## src/rtl/pipeline_ctrl_pkg.sv

```systemverilog
// ============================================================================
// Module      : pipeline_ctrl_pkg
// Description : Shared types and constants for the 5-stage pipeline stall and
//               flush sequencer. It holds the controller state enumeration and
//               the register-index width.
// Revision    : 1.0 - initial release
// ============================================================================
`default_nettype none

package pipeline_ctrl_pkg;

  // Width of an architectural register index (rs / rt fields)
  localparam int REG_IDX_W = 5;

  // Controller states:
  //   ST_RUN   - normal operation; hazards are resolved in the same cycle
  //   ST_DWAIT - waiting for the data memory to acknowledge an access
  //   ST_HALT  - the watchdog expired; only reset leaves this state
  typedef enum logic [1:0] {
    ST_RUN   = 2'd0,
    ST_DWAIT = 2'd1,
    ST_HALT  = 2'd2
  } state_e;

endpackage : pipeline_ctrl_pkg

`default_nettype wire

```

## src/rtl/pipeline_ctrl_hazard_detect.sv

```systemverilog
// ============================================================================
// Module      : hazard_detect
// Description : Combinational load-use hazard comparator. It flags a hazard
//               when the instruction in EX is a load whose destination (which
//               is not r0) matches either source register of the instruction
//               in ID.
// Ports       : idex_memread_i - EX instruction is a load
//               idex_rt_i      - load destination register
//               ifid_rs_i      - ID source register rs
//               ifid_rt_i      - ID source register rt
//               hazard_o       - load-use hazard present this cycle
// Revision    : 1.0 - initial release
// ============================================================================
`default_nettype none

module hazard_detect
  import pipeline_ctrl_pkg::*;
(
  input  logic                 idex_memread_i,
  input  logic [REG_IDX_W-1:0] idex_rt_i,
  input  logic [REG_IDX_W-1:0] ifid_rs_i,
  input  logic [REG_IDX_W-1:0] ifid_rt_i,
  output logic                 hazard_o
);

  logic dst_nonzero;
  logic src_match;

  // r0 is hard-wired to zero, so a load into r0 never creates a dependency
  assign dst_nonzero = (idex_rt_i != '0);
  assign src_match   = (idex_rt_i == ifid_rs_i) || (idex_rt_i == ifid_rt_i);
  assign hazard_o    = idex_memread_i && dst_nonzero && src_match;

endmodule : hazard_detect

`default_nettype wire

```

## src/rtl/pipeline_ctrl.sv

```systemverilog
// ============================================================================
// Module      : pipeline_ctrl
// Description : Central stall/flush sequencer for a 5-stage pipeline. It
//               drives the PC and pipeline-register write enables plus the
//               IF/ID flush and ID/EX bubble controls. It also runs the
//               data-memory request handshake, a memory watchdog and
//               saturating stall and flush performance counters.
// Ports       : clk_i, rst_i          - clock, synchronous active-high reset
//               idex_memread_i/rt_i   - load in EX and its destination
//               ifid_rs_i/rt_i        - sources of the instruction in ID
//               branch_taken_i        - ID-stage branch resolved taken
//               dmem_req_i/ack_i      - MEM-stage access request / completion
//               *_we_o                - PC and pipeline-register enables
//               ifid_flush_o          - load a NOP into IF/ID
//               idex_bubble_o         - load a NOP into ID/EX
//               dmem_valid_o          - request to data memory
//               stall_cnt_o           - stall cycles (saturating)
//               flush_cnt_o           - branch flushes (saturating)
//               timeout_o             - sticky watchdog error
// Revision    : 1.0 - initial release
// ============================================================================
`default_nettype none

module pipeline_ctrl
  import pipeline_ctrl_pkg::*;
#(
  parameter int TIMEOUT_CYC = 64,
  parameter int CNT_W       = 32
) (
  input  logic                 clk_i,
  input  logic                 rst_i,
  input  logic                 idex_memread_i,
  input  logic [REG_IDX_W-1:0] idex_rt_i,
  input  logic [REG_IDX_W-1:0] ifid_rs_i,
  input  logic [REG_IDX_W-1:0] ifid_rt_i,
  input  logic                 branch_taken_i,
  input  logic                 dmem_req_i,
  input  logic                 dmem_ack_i,
  output logic                 pc_we_o,
  output logic                 ifid_we_o,
  output logic                 idex_we_o,
  output logic                 exmem_we_o,
  output logic                 memwb_we_o,
  output logic                 ifid_flush_o,
  output logic                 idex_bubble_o,
  output logic                 dmem_valid_o,
  output logic [CNT_W-1:0]     stall_cnt_o,
  output logic [CNT_W-1:0]     flush_cnt_o,
  output logic                 timeout_o
);

  // The watchdog count only needs to reach TIMEOUT_CYC-1
  localparam int WD_W = (TIMEOUT_CYC > 2) ? $clog2(TIMEOUT_CYC) : 1;
  // The RUN cycle that raises the stall counts as the first stall cycle, so
  // the last DWAIT cycle tolerated without ack is the one holding
  // TIMEOUT_CYC-2. Its increment would bring the count to TIMEOUT_CYC-1.
  localparam logic [WD_W-1:0] WD_LAST = WD_W'(TIMEOUT_CYC - 2);

  state_e           state_q, state_d;
  logic [WD_W-1:0]  wd_q, wd_d;
  logic [CNT_W-1:0] stall_cnt_q, stall_cnt_d;
  logic [CNT_W-1:0] flush_cnt_q, flush_cnt_d;
  logic             timeout_q, timeout_d;

  logic load_use;
  logic advance;
  logic pc_we, ifid_we, idex_we, exmem_we, memwb_we;
  logic ifid_flush, idex_bubble, dmem_valid;

  hazard_detect u_hazard_detect (
    .idex_memread_i (idex_memread_i),
    .idex_rt_i      (idex_rt_i),
    .ifid_rs_i      (ifid_rs_i),
    .ifid_rt_i      (ifid_rt_i),
    .hazard_o       (load_use)
  );

  // --------------------------------------------------------------------------
  // Next-state and stage-control decode
  // --------------------------------------------------------------------------
  always_comb begin
    state_d     = state_q;
    wd_d        = wd_q;
    timeout_d   = timeout_q;
    advance     = 1'b0;
    pc_we       = 1'b0;
    ifid_we     = 1'b0;
    idex_we     = 1'b0;
    exmem_we    = 1'b0;
    memwb_we    = 1'b0;
    ifid_flush  = 1'b0;
    idex_bubble = 1'b0;
    dmem_valid  = 1'b0;

    case (state_q)
      ST_RUN: begin
        // An ack without a request is ignored
        dmem_valid = dmem_req_i;
        if (dmem_req_i && !dmem_ack_i) begin
          state_d = ST_DWAIT;
          wd_d    = '0;
        end else begin
          advance = 1'b1;
        end
      end
      ST_DWAIT: begin
        dmem_valid = 1'b1;
        if (dmem_ack_i) begin
          advance = 1'b1;
          state_d = ST_RUN;
        end else if (wd_q == WD_LAST) begin
          state_d   = ST_HALT;
          timeout_d = 1'b1;
        end else begin
          wd_d = wd_q + WD_W'(1);
        end
      end
      ST_HALT: begin
        state_d = ST_HALT;
      end
      default: begin
        state_d = ST_RUN;
      end
    endcase

    // When the memory side lets the pipeline move, load-use beats branch.
    // A frozen ID keeps the branch alive, so the branch is flushed next cycle.
    if (advance) begin
      pc_we    = 1'b1;
      ifid_we  = 1'b1;
      idex_we  = 1'b1;
      exmem_we = 1'b1;
      memwb_we = 1'b1;
      if (load_use) begin
        pc_we       = 1'b0;
        ifid_we     = 1'b0;
        idex_bubble = 1'b1;
      end else if (branch_taken_i) begin
        ifid_flush = 1'b1;
      end
    end

    // Reset silences every control, which also abandons an in-flight access
    if (rst_i) begin
      pc_we       = 1'b0;
      ifid_we     = 1'b0;
      idex_we     = 1'b0;
      exmem_we    = 1'b0;
      memwb_we    = 1'b0;
      ifid_flush  = 1'b0;
      idex_bubble = 1'b0;
      dmem_valid  = 1'b0;
    end
  end

  // --------------------------------------------------------------------------
  // Saturating performance counters
  // --------------------------------------------------------------------------
  always_comb begin
    stall_cnt_d = stall_cnt_q;
    flush_cnt_d = flush_cnt_q;
    if ((state_q != ST_HALT) && !pc_we && (stall_cnt_q != '1)) begin
      stall_cnt_d = stall_cnt_q + CNT_W'(1);
    end
    if (ifid_flush && (flush_cnt_q != '1)) begin
      flush_cnt_d = flush_cnt_q + CNT_W'(1);
    end
  end

  // --------------------------------------------------------------------------
  // State registers
  // --------------------------------------------------------------------------
  always_ff @(posedge clk_i) begin
    if (rst_i) begin
      state_q     <= ST_RUN;
      wd_q        <= '0;
      stall_cnt_q <= '0;
      flush_cnt_q <= '0;
      timeout_q   <= 1'b0;
    end else begin
      state_q     <= state_d;
      wd_q        <= wd_d;
      stall_cnt_q <= stall_cnt_d;
      flush_cnt_q <= flush_cnt_d;
      timeout_q   <= timeout_d;
    end
  end

  assign pc_we_o       = pc_we;
  assign ifid_we_o     = ifid_we;
  assign idex_we_o     = idex_we;
  assign exmem_we_o    = exmem_we;
  assign memwb_we_o    = memwb_we;
  assign ifid_flush_o  = ifid_flush;
  assign idex_bubble_o = idex_bubble;
  assign dmem_valid_o  = dmem_valid;
  assign stall_cnt_o   = stall_cnt_q;
  assign flush_cnt_o   = flush_cnt_q;
  assign timeout_o     = timeout_q;

endmodule : pipeline_ctrl

`default_nettype wire

```

## config.mk

```make
export PLATFORM = sky130hd
export DESIGN_NAME = pipeline_ctrl
export DESIGN_NICKNAME = d
export VERILOG_FILES = /design/src/rtl/pipeline_ctrl_pkg.sv /design/src/rtl/pipeline_ctrl_hazard_detect.sv /design/src/rtl/pipeline_ctrl.sv
export SDC_FILE = /design/constraint.sdc
export NUM_CORES = 1
export LEC_CHECK = 0
export BUFFER_PORTS_ARGS = -buffer_cell sky130_fd_sc_hd__buf_2
export CAP_MARGIN = 0
export CORE_MARGIN = 1.5
export CORE_UTILIZATION = 30
export CTS_CLUSTER_SIZE = 8
export DETAILED_ROUTE_END_ITERATION = 10
export GPL_TIMING_DRIVEN = 0
export PLACE_DENSITY_LB_ADDON = 0.05
export SETUP_SLACK_MARGIN = 0.2
export SLEW_MARGIN = 20
export SYNTH_ARGS = -nofsm -noshare
export SYNTH_HDL_FRONTEND = slang
export SYNTH_SLANG_ARGS = --single-unit
```

## constraint.sdc

```tcl
create_clock -name clk_i -period 3.85 [get_ports clk_i]
set_input_delay 0.1925 -clock clk_i [delete_from_list [all_inputs] [get_ports clk_i]]
set_output_delay 0.1925 -clock clk_i [all_outputs]
set_load 0.005 [all_outputs]
```

-- Word level (Yosys, flattened, before mapping)
Cells that the tools add are included.
- register bits: 73
- input port bits: 21
- output and inout bits: 73
- word-level logic and storage cells: 61
- $add $sub $neg: 3
- equal/unequal tests: 12
- multiplexer cells: 25
- bitwise logic cells: 1
- reductions and logical operators: 15
- operators by type and width (cell ; number):
    32-bit by 1-bit adder with 32-bit output (second input constant) ; 2
    32-bit inequality test (second input constant) ; 2
    6-bit 2-to-1 mux ; 3
    1-bit 2-to-1 mux ; 15
    6-bit case mux with 2 select lines ; 1
    5-bit equality test ; 2
    2-bit inequality test (second input constant) ; 4
    6-bit by 1-bit adder with 6-bit output (second input constant) ; 1
    6-bit equality test (second input constant) ; 1
    1-bit logical AND ; 6
    2-bit 2-to-1 mux ; 3
    2-bit case mux with 3 select lines ; 1
    5-bit nonzero test ; 1
    1-bit case mux with 2 select lines ; 2
    4-bit AND reduction ; 1
    3-bit inequality test (second input constant) ; 1
    3-bit AND reduction ; 1
    2-bit by 1-bit equality test with 1-bit output (second input constant) ; 1
    2-bit equality test (second input constant) ; 1
    1-bit logical NOT ; 2
    2-bit logical NOT ; 1
    2-bit AND reduction ; 1
    2-bit nonzero test ; 1
    1-bit logical OR ; 1
    1-bit NOT ; 1

-- Longest topological paths before layout
Gate-level depths: netlist (run 1).
- word-level depth: 9
- mapped depth: 9
- gate-level depth less buffers: 9

-- Hierarchy
From an unflattened synthesis (run 1), not the netlist that was laid out.
- cells, all modules: 468
- area total of the unflattened synthesis: 3862.5 µm²
- by module, submodules not included (module ; times used ; cells an instance ; area an instance (µm²) ; seq. area each (µm²)):
    pipeline_ctrl ; 1 ; 451 ; 3737.3 ; 1461.4
    hazard_detect ; 1 ; 17 ; 125.1 ; 0.0

-- Worst setup path before layout (run 1)
Ideal clock, no wire load.
- kind: register to register
- from: reg stall_cnt_q[13] (netlist: stall_cnt_o[13])
- to: reg stall_cnt_q[15] (netlist: stall_cnt_o[15])
- setup time: 0.128 ns
- data arrival time: 1.822 ns
- required time: 3.722 ns
- path slack: 1.900 ns
- stages on the path, launching flop included: 9
- buffers on the path: 1
- period minus slack after synthesis: 1.950 ns
- path through: dfxtp_1 -> nand4_1 -> nor3_2 -> nand2_1 -> nor3_1 -> buf_2 -> nor4b_1 -> xnor2_1 -> nor2_1
- longest elaborated chain between the ends: 2
- RTL lines (item ; RTL line ; text):
    start: declaration ; pipeline_ctrl.sv:61 ; logic [CNT_W-1:0] stall_cnt_q, stall_cnt_d;
    start signal: assignment ; pipeline_ctrl.sv:183 ; stall_cnt_q <= stall_cnt_d;
    parallel branches: the longest is 2 deep, another holds 32-bit by 1-bit adder with 32-bit output ; n/a ;
Parallel ways; which one is timed is not known.
A chain may end at the register's enable or synchronous reset.

-- Final worst setup path (run 1)
- from: reg stall_cnt_q[12] (netlist: stall_cnt_o[12])
- to: reg stall_cnt_q[23] (netlist: stall_cnt_o[23])
Same word-level chain as after synthesis.

==> run metrics, run 1 <==
design area between 4000 and 5000 um2; clock sink total 73; Max VDD drop just over 200 uV; Period Utilization, post-route 64.0%; root buffer cell clkbuf_16; # IOs 94; first-pass GRT wire length 17.0 mm; Synth Area in XOR/XNOR 14.7%; GRT Overall Usage between 10% and 20%; critical path endpoint category flop; Worst Tran Pin Value 0.706 ns; FFs w/ async S/R, synth 0%; predominant post-synthesis flop cell dfxtp_1; setup violators final 0; Post-synth top cells 79 x nor2_1, 73 x dfxtp_1, 45 x xnor2_1; Clock Latency Late Sink 0.34 ns; post-place setup slack 1.36 ns; cts bufs inserted 9; CTS Hold Bufs 0; Data required, critical path 4.06 ns; Finished Layout Cells 738; die area around 13000 um2; Final nets 590; Die Height 115 um; worst reg-to-reg setup slack 1.38 ns; CP arrival 2.68 ns; Post-synth EDFFs 0; Setup WS post-layout between 1 and 1.5 ns; initial drt markers 175; H-tree levels 3; vias per cell 4.85; Mapped Nets 486; CP Class flop to flop; n_diodes 0; Final Wtd Congestion roughly 0.78; maxcap violations 0; chip width 115 um; min cycle time layout 2.47 ns; postcts setup bufs 0; RSZ-0062 raised after global routing false; Post-Place Cells 722; relative slew slack 52.5%; GRT overflow 0; Yosys warning count 0; Compound-Gate Fraction of Synth Area 5.39%; routed length per instance 14.3 um; Register Area about 1500 um2; P per Cell Area between 300 and 400 nW/um2; share of post-route cells with drive strength above 1 23.2%; CTS tree yes; final WL 10.5 mm; initial antenna violation count 0; fill count 1323; mux cell area share after synthesis 0.798%; Area Overhead vs Synth 26.0%; Slew Viols, Final 0; Post-Synth Adder-Cell Area 1.33%; Max FO, Critical Path 10; largest family of logic cells by synthesized area simple AND/OR/NAND/NOR gates; status completed; crit path buf inv count 1; Worst Hold Class input port to flop; Buffers on Ports 93; Synth Instances approximately 460; vias in the first global route 3307; post-layout util 39.2%; Initial Util a little under a third; Synth cell types 43; setup TNS 0 ns; Critical Path, Cell by Cell nand4_1 -> nor3_2 -> nand2_1 -> nor3_1 -> buf_2 -> nor4b_1 -> xnor2_1 -> nor2_1; synthesized cell area ~3800 um2; largest net degree at the start of global routing 13; Fin. Hold Viols 0; CTS clk-pin slew, worst paths 0.06 ns; Synth Area in Simple Gates 35.0%; Slowest-stage cell, CP nor3_2; drt pass-1 iters 4; share of the synthesized area in the top cell type between 30% and 40%; mean post-synth cell area roughly 8.2 um2; crit-path max cell delay between 0.5 and 0.6 ns; Seq/Total Area, Yosys 38.8%; clk buf depth 2; leading area contributor after synthesis dfxtp_1; delay-heaviest family, CP simple AND/OR/NAND/NOR gates; Detail Placement HPWL 7.62 mm; CP startpoint kind flop; multi-input logic area approximately 2200 um2; post-CTS sizing 0; Antenna Nets Post-Route 0; synthesis-stage register bit count 73; Clock Skew 0.00567 ns; core area 12100 um2; Leak Pwr between 1.5 and 2 nW; DP Area 4440 um2; most frequent cell after synthesis nor2_1; Area contributors post-synth dfxtp_1 39%, xnor2_1 10%, nor2_1 7.9%; # DRC 0; fmax 0.406 GHz; Cell Rows 40; Via Count 3578
## sequential cells by signal (all words and copies together) (netlist names)
name and count:
wd_q 6, flush_cnt_o 32, stall_cnt_o 32, timeout_o 1
state_q 2
## worst paths after layout
path,from,to,depth (start not counted)
setup / recovery,stall_cnt_o[12],stall_cnt_o[23],8
hold / removal,rst_i,flush_cnt_o[20],3
setup reg to reg,stall_cnt_o[12],stall_cnt_o[23],8
hold reg to reg,timeout_o,timeout_o,2
## final cells by class
class | count | area share [%]
plain buffers | 22 | 2.19
clock buffers | 11 | 5.12
clock inverters | 5 | 1.16
inverters | 12 | 0.950
multi-input cells | 354 | 45.5
flip-flops and latches | 73 | 30.8
well taps | 168 | 4.43
repair buffers | 93 | 9.81
## where the power goes
part           internal (mW)  switching [mW]
clock network          0.517           0.329
registers              0.761         0.00889
logic                 0.0449          0.0738
## metrics by stage
step | total power, mW | hold WS (ns)
2_1_floorplan | 0.856 | 0.364
3_3_place_gp | 0.907 | 0.432
3_5_place_dp | 0.908 | 0.435
4_1_cts | 1.77 | 0.180
5_1_grt | 1.81 | 0.209
6_report | 1.74 | 0.186
## per-layer routing
metal / global-route usage (%) / up-vias / wire length [um]
met5: 0 / - / 0
met4: 4.69 / 0 / 108
met3: 5.32 / 9 / 621
met2: 26.4 / 79 / 4800
met1: 21.7 / 1677 / 4990
li1: - / 1813 / -
## worst reg2reg max path, cell delays in order (launching register included)
cell and delay [ns]:
dfxtp_1 0.42, nand4_1 0.21, nor3_2 0.51, nand2_1 0.19, nor3_1 0.35, buf_2 0.34, nor4b_1 0.11, xnor2_1 0.16
nor2_1 0.05
## cell usage in the layout (no fill, tap or decap), types with 9 or more instances in the layout
master | Yosys | final
xor2_1 | 18 | 18
clkbuf_16 | 0 | 9
dfxtp_1 | 73 | 73
nand2_1 | 33 | 33
nand3_1 | 29 | 29
clkbuf_1 | 10 | 11
nand4_1 | 31 | 31
xnor2_1 | 45 | 45
buf_2 | 8 | 101
a21oi_1 | 13 | 13
inv_1 | 12 | 12
nor3_1 | 25 | 25
and3_1 | 11 | 11
nor2_1 | 79 | 79
## logic make-up after synthesis
logic type	Yosys count
AOI/OAI and AO/OA	32
xor gates and xnor gates	63
adders and majority gates	4
buffers and inverters	34
DFF	73
muxes	3
and+or+nand+nor	252
Note: power is estimated with default switching activity, not from simulation.
==> inputs of run 2 (changes only) <==
--- a/config.mk
+++ b/config.mk
@@ -5,6 +5,7 @@
 export SDC_FILE = /design/constraint.sdc
 export NUM_CORES = 1
 export LEC_CHECK = 0
+export ABC_AREA = 1
 export BUFFER_PORTS_ARGS = -buffer_cell sky130_fd_sc_hd__buf_2
 export CAP_MARGIN = 0
 export CORE_MARGIN = 1.5
==> constraint.sdc (replaced) <==
create_clock -name clk_i -period 2.6 [get_ports clk_i]
set_input_delay 0.13 -clock clk_i [delete_from_list [all_inputs] [get_ports clk_i]]
set_output_delay 0.13 -clock clk_i [all_outputs]
set_load 0.005 [all_outputs]
==> run 2 against run 1 <==
Against the previous run: setup slack got worse by 0.99 ns; combinational power increased by 110%; clock skew increased by 0.00071 ns; via count increased by 50%; worst hold slack got worse by 0.071 ns; wire length increased by 59%; sequential share of layout area decreased by 7.4 points; final area increased by 32%; sequential power increased by 48%; synthesized cell count increased by 77%; critical endpoint is now flush_cnt_o[31]; largest cell class unchanged.
==> run metrics, run 2 <==
Setup WS post-layout 0.391 ns; Die Height approximately 140 um; synthesis-stage register bit count 73; leading area contributor after synthesis dfxtp_1; predominant post-synthesis flop cell dfxtp_1; status completed; # DRC 0; routed length per instance 14.6 um; crit-path max cell delay 0.41 ns; Worst Tran Pin Value 0.855 ns; largest net degree at the start of global routing 12; CP Class flop to flop; drt pass-1 iters 5; final hold slack 0.115 ns; setup TNS 0 ns; RSZ-0062 raised after global routing false; Clock Latency Late Sink about 0.34 ns; Final Wtd Congestion 0.878; worst reg-to-reg setup slack 0.39 ns; Area Overhead vs Synth 19.7%; CTS clk-pin slew, worst paths 0.06 ns; Fin. Hold Viols 0; post-layout util 36.4%; GRT overflow 0; Worst Hold Class input port to flop; P per Cell Area 419 nW/um2; clock sink total 73; mean post-synth cell area about 6.4 um2; Crit path depth 10; Via Count 5380; Slew Viols, Final 0; Antenna Nets Post-Route 0; most frequent cells in the layout 257 x nand2_1, 124 x nor2_1, 97 x buf_2; synthesized cell area 5230 um2; Data required, critical path around 2.8 ns; Area contributors post-synth dfxtp_1 28%, nand2_1 18%, nor2_1 8.9%; Yosys warning count 0; vias in the first global route 5101; Slowest-stage cell, CP dfxtp_2; CP startpoint kind flop; share of post-route cells with drive strength above 1 22.3%; Critical R2R Launch flush_cnt_o[0]; min cycle time layout between 2 and 2.5 ns; delay-heaviest family, CP simple AND/OR/NAND/NOR gates; Mapped Nets roughly 840; FFs w/ async S/R, synth 0%; Reg2Reg Depth 10; post-place setup slack 0.231 ns; Final nets 944; Reg2Reg Capture Point flush_cnt_o[31]; setup violators final 0; Finished Layout Cells 1148; maxcap violations 0; final WL 16.8 mm; crit path buf inv count 3; commonest non-fill, non-tap cell in the layout nand2_1; design area 6260 um2; vias per cell 4.69; CTS tree yes; first-pass GRT wire length approximately 27 mm; post-route total power 2.62 mW; share of the synthesized area in the top cell type 27.9%; CP Launch Point flush_cnt_o[0]; Max VDD drop ~330 uV; Post-synth EDFFs 0; Cell Rows 48; GRT Overall Usage 18.9%; die area 18200 um2; core area 17200 um2; clk buf depth 2; Synth cell types 36; Leak Pwr roughly 2.5 nW; Seq/Total Area, Yosys 27.9%; # IOs 94; Synth Instances 816; most frequent cell after synthesis nand2_1; Detail Placement HPWL about 13 mm; Initial Util between 30 and 40%; initial drt markers ~290; fmax 0.453 GHz; Buffers on Ports 92; initial antenna violation count 0; DP Area 5970 um2; CP arrival 2.39 ns; most frequent CP cell buf_2; Clock Skew around 0.0064 ns; Post-Place Cells 1133; Critical Path, Cell by Cell ha_2 -> inv_2 -> nor2_4 -> nand2_2 -> nor2_2 -> nand3_2 -> buf_2 -> buf_2 -> nand4_1 -> a21oi_1; fill count 1979; relative slew slack 43.0%; crit path to flush_cnt_o[31]; chip width 135 um; H-tree levels 3; root buffer cell clkbuf_16; Post-synth top cells 257 x nand2_1, 124 x nor2_1, 73 x dfxtp_1; n_diodes 0; cts bufs inserted 9; Period Utilization, post-route 85.0%; Max FO, Critical Path 10; critical path endpoint category flop
## run 2: changes by cell type in the layout (fill, tap and decap cells not counted), sizes merged, moves of 11 or more
cell and change:
and3 -11, nor2 +52, inv +45, nand4 +32
nand3b +24, a21oi +49, xnor2 -35, nand2 +259
nor3 -21
## run 2: final cells by class
cell class	count	area, um2	area share, %
flip-flops and latches	73	1460	23.4
well taps	225	282	4.50
clock buffers	11	233	3.72
multi-input cells	652	3360	53.7
plain buffers	34	203	3.24
clock inverters	4	45.0	0.720
repair buffers	92	460	7.36
inverters	57	214	3.42
## run 2: cell families (layout without fill, tap and decap cells)
| kind of cell | after synthesis | after routing | synth area share (%) |
|---|---|---|---|
| AO/OA/AOI/OAI | 76 | 76 | 9.76 |
| flip-flops | 73 | 73 | 27.9 |
| adder cells (fa/ha/maj) | 4 | 4 | 0.957 |
| AND/OR/NAND/NOR | 540 | 540 | 48.0 |
| XOR/XNOR | 32 | 32 | 5.36 |
| buffers and inverters | 91 | 198 | 7.94 |
## run 2: what timing repair did
action | 4_1_cts | 5_1_grt
hold buffers | 0 | 0
endpoints found under the setup margin | 0 | 32
setup buffers | 0 | 0
resized for setup | 0 | 6
## run 2: routing by layer
metal | global-route usage [%] | wire length [um]
met4 | 6.27 | 210
met3 | 2.70 | 575
met5 | 0 | 0
met2 | 30.0 | 7520
met1 | 26.2 | 8450
## run 2: worst min-delay path: cells and delay by family
kind                   cells  cell delay (ns)
AO/OA/AOI/OAI              1             0.06
AND/OR/NAND/NOR            1             0.05
buffers and inverters      2             0.16
## run 2: worst min-delay path by stage
stage | depth (start not counted) | slack (ns) | to | startpoint
after floorplan | 3 | 0.32 | state_q[1] | dmem_ack_i
after global placement | 2 | 0.46 | timeout_o | timeout_o
after detailed placement | 4 | 0.47 | state_q[1] | dmem_ack_i
after CTS | 4 | 0.11 | state_q[1] | dmem_ack_i
after global routing | 4 | 0.14 | state_q[1] | dmem_ack_i
final | 4 | 0.12 | state_q[1] | dmem_ack_i
## run 2: power by group
group          leakage, nW  switching [mW]  internal, mW
Combinational         1.74           0.162        0.0849
Sequential           0.590          0.0150          1.13
Clock                0.139           0.500         0.734
==> inputs of run 3 (changes only) <==
--- a/config.mk
+++ b/config.mk
@@ -5,7 +5,7 @@
 export SDC_FILE = /design/constraint.sdc
 export NUM_CORES = 1
 export LEC_CHECK = 0
-export ABC_AREA = 1
+export ABC_AREA = 0
 export BUFFER_PORTS_ARGS = -buffer_cell sky130_fd_sc_hd__buf_2
 export CAP_MARGIN = 0
 export CORE_MARGIN = 1.5
==> constraint.sdc (replaced) <==
create_clock -name clk_i -period 1.8 [get_ports clk_i]
set_input_delay 0.09 -clock clk_i [delete_from_list [all_inputs] [get_ports clk_i]]
set_output_delay 0.09 -clock clk_i [all_outputs]
set_load 0.005 [all_outputs]
==> run 3 against run 2 <==
Against the previous run: the run now ends with setup timing left; sequential share of layout area grew 0.61 points; critical path depth down 2; first-iteration DRC count is 45% lower; via count is 25% lower; clock power is 49% higher; global-route usage increased by 0.18 points; fmax grew 17%; count of clock-buffer cells in the layout is 4 higher; setup slack worse by 0.48 ns; wire length down 25%; sequential power increased by 41%; highest routed layer unchanged.
==> run metrics, run 3 (synthesis gave the netlist of run 1 again) <==
status complete, but fails checks; failing checks setup timing; CTS clk-pin slew, worst paths about 0.060 ns; vias in the first global route 3804; most frequent cells in the layout 90 x buf_2, 69 x buf_4, 65 x nor2_1; cts bufs inserted 9; setup violators final 17; Post-Place Cells around 720; final WL approximately 13 mm; H-tree levels 3; GRT overflow 0; fill count 1137; Setup WS post-layout -0.0914 ns; Period Utilization, post-route 105%; Cell Rows 40; Worst Hold Depth 3; largest net degree at the start of global routing 12; Final nets 686; core area 12100 um2; CP arrival 2.17 ns; maxcap violations 0; Slew Viols, Final 0; Finished Layout Cells 834; CP startpoint kind flop; commonest non-fill, non-tap cell in the layout buf_2; root buffer cell clkbuf_16; Max FO, Critical Path 6; Final Wtd Congestion about 0.8; first-pass GRT wire length 19.5 mm; Worst Hold Class input port to flop; min cycle time layout 1.89 ns; Reg2Reg Depth 8; Data required, critical path 2.08 ns; drt pass-1 iters 4; n_diodes 0; Leak Pwr 2.66 nW; Detail Placement HPWL 7.78 mm; die area about 13000 um2; relative slew slack 61.6%; clock sink total 73; fmax 0.529 GHz; initial drt markers 160; chip width 115 um; post-route total power a little under 4 mW; Initial Util 31.1%; GRT Overall Usage 19.1%; final hold slack 0.116 ns; Fin. Hold Viols 0; Clock Latency Late Sink 0.34 ns; initial antenna violation count 0; Area Overhead vs Synth 76.4%; clk buf depth 2; post-layout util 54.8%; CP Class flop to flop; # DRC 0; Die Height 115 um; # IOs 94; setup TNS -0.585 ns; P per Cell Area 592 nW/um2; critical path endpoint category flop; CTS tree yes; vias per cell 4.85; Buffers on Ports between 90 and 100; Worst Tran Pin Value 0.576 ns; routed length per instance 15.1 um; Max VDD drop 404 uV; RSZ-0062 raised after global routing true; share of post-route cells with drive strength above 1 between 50% and 60%; Clock Skew 0.00848 ns; Antenna Nets Post-Route 0; Via Count 4047
[run 3: changes by cell type in the layout (fill, tap and decap cells not counted), sizes merged, moves of 9 or more]
cell,before,now
nand3,21,30
a21oi,63,14
inv,57,12
and3,0,11
xnor2,10,45
nand3b,25,1
nor4,0,9
nand2,292,33
nor2,131,80
nand4,64,32
buf,109,201
nor3,5,26
[run 3: where the power goes]
group          total (mW)  switching [mW]  internal, mW
sequential           1.61          0.0206          1.59
combinational       0.485           0.252         0.233
clock                1.83           0.702          1.13
[run 3: per-stage QoR]
stage                     instance area, um2  setup slack, ns
final                                   6640          -0.0914
after global routing                    6640           -0.198
after CTS                               6160         -0.00628
after detailed placement                4660           -0.593
after global placement                  4660           -0.576
after floorplan                         3980          -0.0825
[run 3: layer usage]
metal	global-route usage [%]	wire [um]	up-vias
met5	0	0	-
met3	3.43	437	16
met4	7.49	225	0
met2	29.0	5670	83
li1	-	-	2019
met1	26.7	6260	1929
[run 3: final cells by class]
type                    instances  area (um2)  share of cell area [%]
clock inverters                 1        5.00                  0.0754
repair buffers                187        1360                    20.5
flip-flops and latches         73        1590                    24.0
clock buffers                  15         299                    4.51
inverters                      12        45.0                   0.679
well taps                     168         210                    3.17
multi-input cells             356        2930                    44.1
plain buffers                  22         194                    2.92
[run 3: critical path, stage by stage (launching register included)]
cell and delay (ns):
dfxtp_4 0.35, nand4_1 0.14, nor4_4 0.41, nand4_1 0.15, buf_6 0.17, and3_4 0.15, buf_8 0.14, a311oi_2 0.20
a41o_1 0.12
[run 3: worst paths after layout]
check | slack, ns | endpoint | startpoint
hold / removal | 0.12 | flush_cnt_o[20] | rst_i
setup / recovery | -0.09 | flush_cnt_o[16] | flush_cnt_o[28]
setup reg to reg | -0.09 | flush_cnt_o[16] | flush_cnt_o[28]
hold reg to reg | 0.47 | timeout_o | timeout_o
[run 3: timing repair]
item | CTS | global route
gates resized for setup | 157 | 79
buffers inserted | 67 | 21
gates cloned | 7 | 1
endpoints found under the setup margin | 71 | 74
pin swaps | 72 | 62
hold endpoints to repair | 0 | 0
hold buffers | 0 | 0
